## src/rtl/bi_dir_buf_ctrl.sv

```systemverilog
// Direction controller for the shared bidirectional buffer: grants send or receive,
// inserts dead cycles between grants and caps bursts when the other side is waiting.
module bi_dir_buf_ctrl #(
    parameter int unsigned TURN_CYCLES = 2,
    parameter int unsigned MAX_BURST   = 8
) (
    input  logic        clk,
    input  logic        rst_n,
    input  logic        tx_req,
    input  logic        rx_req,
    output logic        send_data,
    output logic        recv_data,
    output logic        turn_active,
    output logic        last_dir,
    output logic [15:0] xfer_cnt
);

    typedef enum logic [1:0] {
        IDLE = 2'd0,
        SEND = 2'd1,
        RECV = 2'd2,
        TURN = 2'd3
    } state_e;

    localparam logic [7:0] BURST_MAX = 8'(MAX_BURST);
    localparam logic [3:0] TURN_MAX  = 4'(TURN_CYCLES);

    state_e      state_q;
    logic        send_q;
    logic        recv_q;
    logic        turn_q;
    logic        last_dir_q;
    logic [15:0] xfer_q;
    logic [7:0]  burst_q;
    logic [3:0]  turn_cnt_q;

    logic pick_send;
    logic pick_recv;
    logic arb_now;

    // A tie goes to the direction that did not have the most recent grant.
    always_comb begin
        pick_send = tx_req && (!rx_req || !last_dir_q);
        pick_recv = rx_req && (!tx_req || last_dir_q);
        arb_now   = (state_q == IDLE) ||
                    ((state_q == TURN) && (turn_cnt_q >= TURN_MAX));
    end

    always_ff @(posedge clk) begin
        if (!rst_n) begin
            state_q    <= IDLE;
            send_q     <= 1'b0;
            recv_q     <= 1'b0;
            turn_q     <= 1'b0;
            last_dir_q <= 1'b0;
            xfer_q     <= 16'd0;
            burst_q    <= 8'd0;
            turn_cnt_q <= 4'd0;
        end else begin
            xfer_q <= xfer_q + {15'd0, (send_q | recv_q)};
            if (arb_now) begin
                turn_q     <= 1'b0;
                turn_cnt_q <= 4'd0;
                if (pick_send) begin
                    state_q    <= SEND;
                    send_q     <= 1'b1;
                    last_dir_q <= 1'b1;
                    burst_q    <= 8'd1;
                end else if (pick_recv) begin
                    state_q    <= RECV;
                    recv_q     <= 1'b1;
                    last_dir_q <= 1'b0;
                    burst_q    <= 8'd1;
                end else begin
                    state_q <= IDLE;
                end
            end else begin
                case (state_q)
                    SEND: begin
                        if (!tx_req || ((burst_q >= BURST_MAX) && rx_req)) begin
                            state_q    <= TURN;
                            send_q     <= 1'b0;
                            turn_q     <= 1'b1;
                            turn_cnt_q <= 4'd1;
                            burst_q    <= 8'd0;
                        end else if (burst_q < BURST_MAX) begin
                            burst_q <= burst_q + 8'd1;
                        end
                    end
                    RECV: begin
                        if (!rx_req || ((burst_q >= BURST_MAX) && tx_req)) begin
                            state_q    <= TURN;
                            recv_q     <= 1'b0;
                            turn_q     <= 1'b1;
                            turn_cnt_q <= 4'd1;
                            burst_q    <= 8'd0;
                        end else if (burst_q < BURST_MAX) begin
                            burst_q <= burst_q + 8'd1;
                        end
                    end
                    TURN: begin
                        turn_cnt_q <= turn_cnt_q + 4'd1;
                    end
                    default: begin
                        state_q <= IDLE;
                    end
                endcase
            end
        end
    end

    assign send_data   = send_q;
    assign recv_data   = recv_q;
    assign turn_active = turn_q;
    assign last_dir    = last_dir_q;
    assign xfer_cnt    = xfer_q;

endmodule

```

## config.mk

```make
export PLATFORM = sky130hd
export DESIGN_NAME = bi_dir_buf_ctrl
export DESIGN_NICKNAME = d
export VERILOG_FILES = /design/src/rtl/bi_dir_buf_ctrl.sv
export SDC_FILE = /design/constraint.sdc
export NUM_CORES = 1
export LEC_CHECK = 0
export CORE_UTILIZATION = 35
export DETAILED_ROUTE_END_ITERATION = 10
export GPL_TIMING_DRIVEN = 1
export PLACE_DENSITY = 0.54
export SLEW_MARGIN = 5
export SYNTH_ARGS = -nofsm -noshare
export SYNTH_HDL_FRONTEND = slang
export SYNTH_SLANG_ARGS = --single-unit
export TNS_END_PERCENT = 30
```

## constraint.sdc

```tcl
create_clock -name clk -period 4.3 [get_ports clk]
set_clock_uncertainty 0.15 [all_clocks]
set_input_delay 0.645 -clock clk [delete_from_list [all_inputs] [get_ports clk]]
set_output_delay 0.645 -clock clk [all_outputs]
set_load 0.01 [all_outputs]
```

# Word-level counts from Yosys, hierarchy flattened
# Index checks and enable logic that the tools add are counted.
# word_totals
output_inout_bits	20
romBits	0
register_bits	34
inputBits	4
latch_bits	0
mem_count	0
ramBits	0
word_cells	88
# classes
addsub	3
muxes	30
n_eq_ne	12
order_cmp	3
bitwise_logic	2
n_shift	0
n_mul	0
reduce_logical	30
div_mod_pow	0
# op_table
op	n
$mux 8	6
$add 16x1->16	1
$pmux 8 s2	1
$mux 1	13
$ne 2x2->1 const B	6
$pmux 4 s3	1
$reduce_and 3->1	4
$reduce_bool 2->1	6
$mux 2	5
$ne 3x3->1 const B	3
$add 8x1->8 const B	1
$ge 8x4->1 const B	1
$lt 8x4->1 const B	1
$mux 4	2
$pmux 2 s3	1
$reduce_bool 3->1	2
$logic_and 1x1->1	5
$logic_or 1x1->1	5
$add 4x1->4 const B	1
$eq 2x2->1 const B	2
$ge 4x2->1 const B	1
$reduce_and 2->1	2
$reduce_and 4->1	1
$logic_not 1->1	3
6 further kinds	6

# Longest topological paths before layout
# depth
word_depth	6
depth_mapped	8
depth_no_buf	8

# Worst setup path before layout
# No wires, ideal clock.
# synth_path
kind	register to register
from	register turn_cnt_q[0]
to	register burst_q[2]
arrival_ns	1.852
path_slack_ns	2.226
path_stages_with_launch	9
required_ns	4.078
period_less_slack_ns	2.074
cell_sequence	dfxtp_1 -> inv_1 -> ha_1 -> o41ai_2 -> nand2b_1 -> buf_2 -> mux2_4 -> or4_1 -> a21oi_1
# synth_via
elab_chain_cells	5
# synth_lines
element	line_no	text
from (decl)	35	logic [3:0] turn_cnt_q;
from (signal assigned)	102	turn_cnt_q <= turn_cnt_q + 4'd1;
$ge 4x2->1 (*)	46	((state_q == TURN) && (turn_cnt_q >= TURN_MAX));
$logic_and 1x1->1 (*)	46	
$logic_or 1x1->1 (*)	45	arb_now = (state_q == IDLE) ||
$ne 3x3->1 (no source line) / $reduce_bool 3->1 (equally long branches)	-	
$reduce_and 2->1 (no source line)	-	
to (signal assigned)	87	burst_q <= burst_q + 8'd1;
to (signal assigned)	98	burst_q <= burst_q + 8'd1;
to (decl)	34	logic [7:0] burst_q;
# Every way passes the cells marked *; elsewhere a longest branch is shown, timed or not.
# A chain may end at the register's enable or synchronous reset.

# Worst setup path in the final report
# layout_path
from	input rx_req
to	register state_q[1]
# layout_via
elab_chain_cells	5
# layout_lines
element	line_no	text
from (decl)	10	input logic rx_req,
branches (longest 5 deep; another with $ne 3x3->1)	-	
to (signal assigned)	51	state_q <= IDLE;
to (signal assigned)	65	state_q <= SEND;
to (signal assigned)	70	state_q <= RECV;
to (decl)	28	state_e state_q;
# Parallel ways; which one is timed is not known.

==> impl_metrics.json <==
{
  "timing.fmax_mhz": 396,
  "grt_overflow": 0,
  "reg2reg_from": "turn_cnt_q[0]$_SDFFE_PP0P_",
  "cp-start-kind": "input pin",
  "cpMaxStageDelayCell": "clkdlybuf4s50_1",
  "post-route-period-util": 0.588,
  "worst-path-stages": 5,
  "fin_crit_ns": 2.53,
  "place_area_sq_um": 1970,
  "regArea_sq_um": 681,
  "cts_buffers": 5,
  "maxSlewViolCount": 0,
  "path_clk_slew_ns": 0.07,
  "max_cap_violations": 0,
  "postCtsResizedCells": 0,
  "fillCellCount": 449,
  "wl_met3_um": 110,
  "drc_errors": 0,
  "cts-root-buf": "clkbuf_8",
  "gp_congestion": 0.827,
  "netlist_instances": 191,
  "cp_top_family": "compound AO/OA/AOI/OAI gates",
  "drt_iter0_markers": 110,
  "synthDistinctLibCells": 42,
  "crit_chain": "clkdlybuf4s50_1 -> o21ai_1 -> a221oi_1 -> nand4_1 -> o211ai_1",
  "critical_path.max_fanout": 12,
  "critical_path_required_ns": 4.36,
  "yosysTopAreaCellShare": 0.401,
  "vias": 1410,
  "grt_use_total": 0.159,
  "finalSetupViolations": 0,
  "syn-num-nets": 205,
  "initial_core_util": 0.377,
  "h-tree-depth": 2,
  "wl_mm": 3.55,
  "grt_max_degree": 30,
  "insertion_delay_ns": 0.29,
  "worst_hold_path_type": "reg2reg",
  "antenna_left": 0,
  "pre_cts_slack_ns": 1.54,
  "slowest_delay_ns": 0.69,
  "first_pass_iters": 4,
  "yosysMostFrequentCell": "dfxtp_1",
  "worst_pin_slew_ns": 0.904,
  "diodes": 0,
  "nets": 228,
  "hold_path_startpoint": "burst_q[7]$_SDFFE_PN0P_",
  "rr_endpoint": "burst_q[1]$_SDFFE_PN0P_",
  "reg2reg_depth": 7,
  "finalPower_mw": 0.775,
  "leakage_nw": 0.789,
  "die_area_sq_um": 5130,
  "hold_viol_final": 0,
  "fin_tns_setup_ns": 0,
  "grt_pass1_vias": 1405,
  "top_layer_used": "met4",
  "numClockSinks": 34,
  "wl_met1_mm": 1.69,
  "drive_gt1_frac": 0.0514,
  "hold_buffers": 0,
  "end_kind": "flop",
  "fin_ws_ns": 1.77,
  "pin_count": 24,
  "wl_met2_mm": 1.70,
  "yosys_warnings": 0,
  "min_to": "burst_q[7]$_SDFFE_PN0P_",
  "synth_top_flop_cell": "dfxtp_1",
  "arrival_ns": 2.59,
  "status": "finished clean",
  "dp.final_hpwl_mm": 2.55,
  "antenna_found_initial": 0,
  "ir_drop_mv": 0.148,
  "via_per_inst": 5.30,
  "cts_setup_buffers": 0,
  "post_drt_wl_per_cell_um": 13.3,
  "crit_buf_inv": 1,
  "dieWidth_um": 71.7,
  "relSlewSlack": 0.395,
  "seq_area_frac_synth": 0.401,
  "pwr_density_cell_nw_per_um2": 379,
  "cts_tree": "done",
  "final_area_sq_um": 2040,
  "area_delta_synth_final_pct": 20.4,
  "rsz0062_at_grt": "false",
  "synth_area_leader_cell": "dfxtp_1",
  "synthArstFlopShare": 0,
  "min_delay_path_depth": 2,
  "core_area_sq_um": 4500,
  "synth-edff-count": 0,
  "grt_pass1_wl_mm": 6.38,
  "synth_area_sq_um": 1700,
  "synth_area_leaders": "dfxtp_1 40%, ha_1 7.4%, and2_1 5.9%",
  "rrSetupSlack_ns": 1.96,
  "ys_ff_latch": 34,
  "postSynthAreaPerCell_sq_um": 8.89,
  "cts.path.max_buffers": 2,
  "port_buffers": 23,
  "multi_input_area_sq_um": 952,
  "synth_commonest_cells": "34 x dfxtp_1, 16 x and2_1, 13 x nand2_1",
  "final_core_util": 0.454,
  "die_y_um": 71.7,
  "rows": 24,
  "path_class": "in2reg"
}
-- power by group --
group	internal, mW	leakage, nW	total [mW]	switching, mW
Clock	0.109	0.0438	0.223	0.114
Sequential	0.337	0.276	0.357	0.0201
Combinational	0.0835	0.470	0.195	0.111
Total	0.530	0.789	0.775	0.245
-- worst max path at each step --
stage | end | slack (ns) | start
2_1_floorplan | burst_q[2]$_SDFFE_PN0P_ | 2.23 | turn_cnt_q[0]$_SDFFE_PP0P_
3_3_place_gp | turn_cnt_q[3]$_SDFFE_PP0P_ | 1.62 | rx_req
3_5_place_dp | turn_cnt_q[3]$_SDFFE_PP0P_ | 1.54 | rx_req
4_1_cts | state_q[1]$_SDFFE_PN0P_ | 1.80 | rx_req
5_1_grt | state_q[1]$_SDFFE_PN0P_ | 1.56 | rx_req
6_report | state_q[1]$_SDFFE_PN0P_ | 1.77 | rx_req
-- worst min-delay path: stages, from the launching register on --
cell and delay [ns]:
dfxtp_1 0.32, nand2_1 0.06, a21oi_1 0.04
-- cell families after synthesis --
family	synth area share
flops	0.401
xor+xnor	0.0671
fa+ha+maj	0.0737
compound gates	0.143
mux	0.0147
buf+inv	0.0383
simple gates	0.262
-- metrics by stage --
stage | hold WS [ns] | instances
final | 0.299 | 266
after global routing | 0.324 | 266
after CTS | 0.299 | 266
after detailed placement | 0.283 | 259
after global placement | 0.284 | 259
after floorplan | 0.261 | 191
-- cells in the final DEF (no fill, tap or decap), types with 8 or more instances in the layout --
| cell | instances |
|---|---|
| dfxtp_1 | 34 |
| nor2_1 | 10 |
| nor2b_1 | 8 |
| nand2_1 | 13 |
| ha_1 | 10 |
| and2_1 | 16 |
| inv_1 | 10 |
| xnor2_1 | 8 |
| nand3_1 | 9 |
| clkdlybuf4s50_1 | 23 |
-- sequential cells by signal, summed over array words and instances (netlist names) --
signal / flops
xfer_cnt: 16
burst_q: 8
turn_cnt_q: 4
state_q: 2
last_dir: 1
recv_data: 1
send_data: 1
turn_active: 1
-- final cells by class --
class | count | area share
multi-input combinational | 140 | 0.466
sequential | 34 | 0.333
timing repair buffer | 23 | 0.113
clock buffer | 5 | 0.0337
tap | 52 | 0.0318
inverter | 10 | 0.0184
clock inverter | 2 | 0.00490
-- layer usage --
layer	track usage	up-vias
met5	0	-
met4	0.0523	0
met3	0.0436	5
met2	0.273	28
met1	0.191	669
li1	-	708
Note: power is estimated with default switching activity, not from simulation.
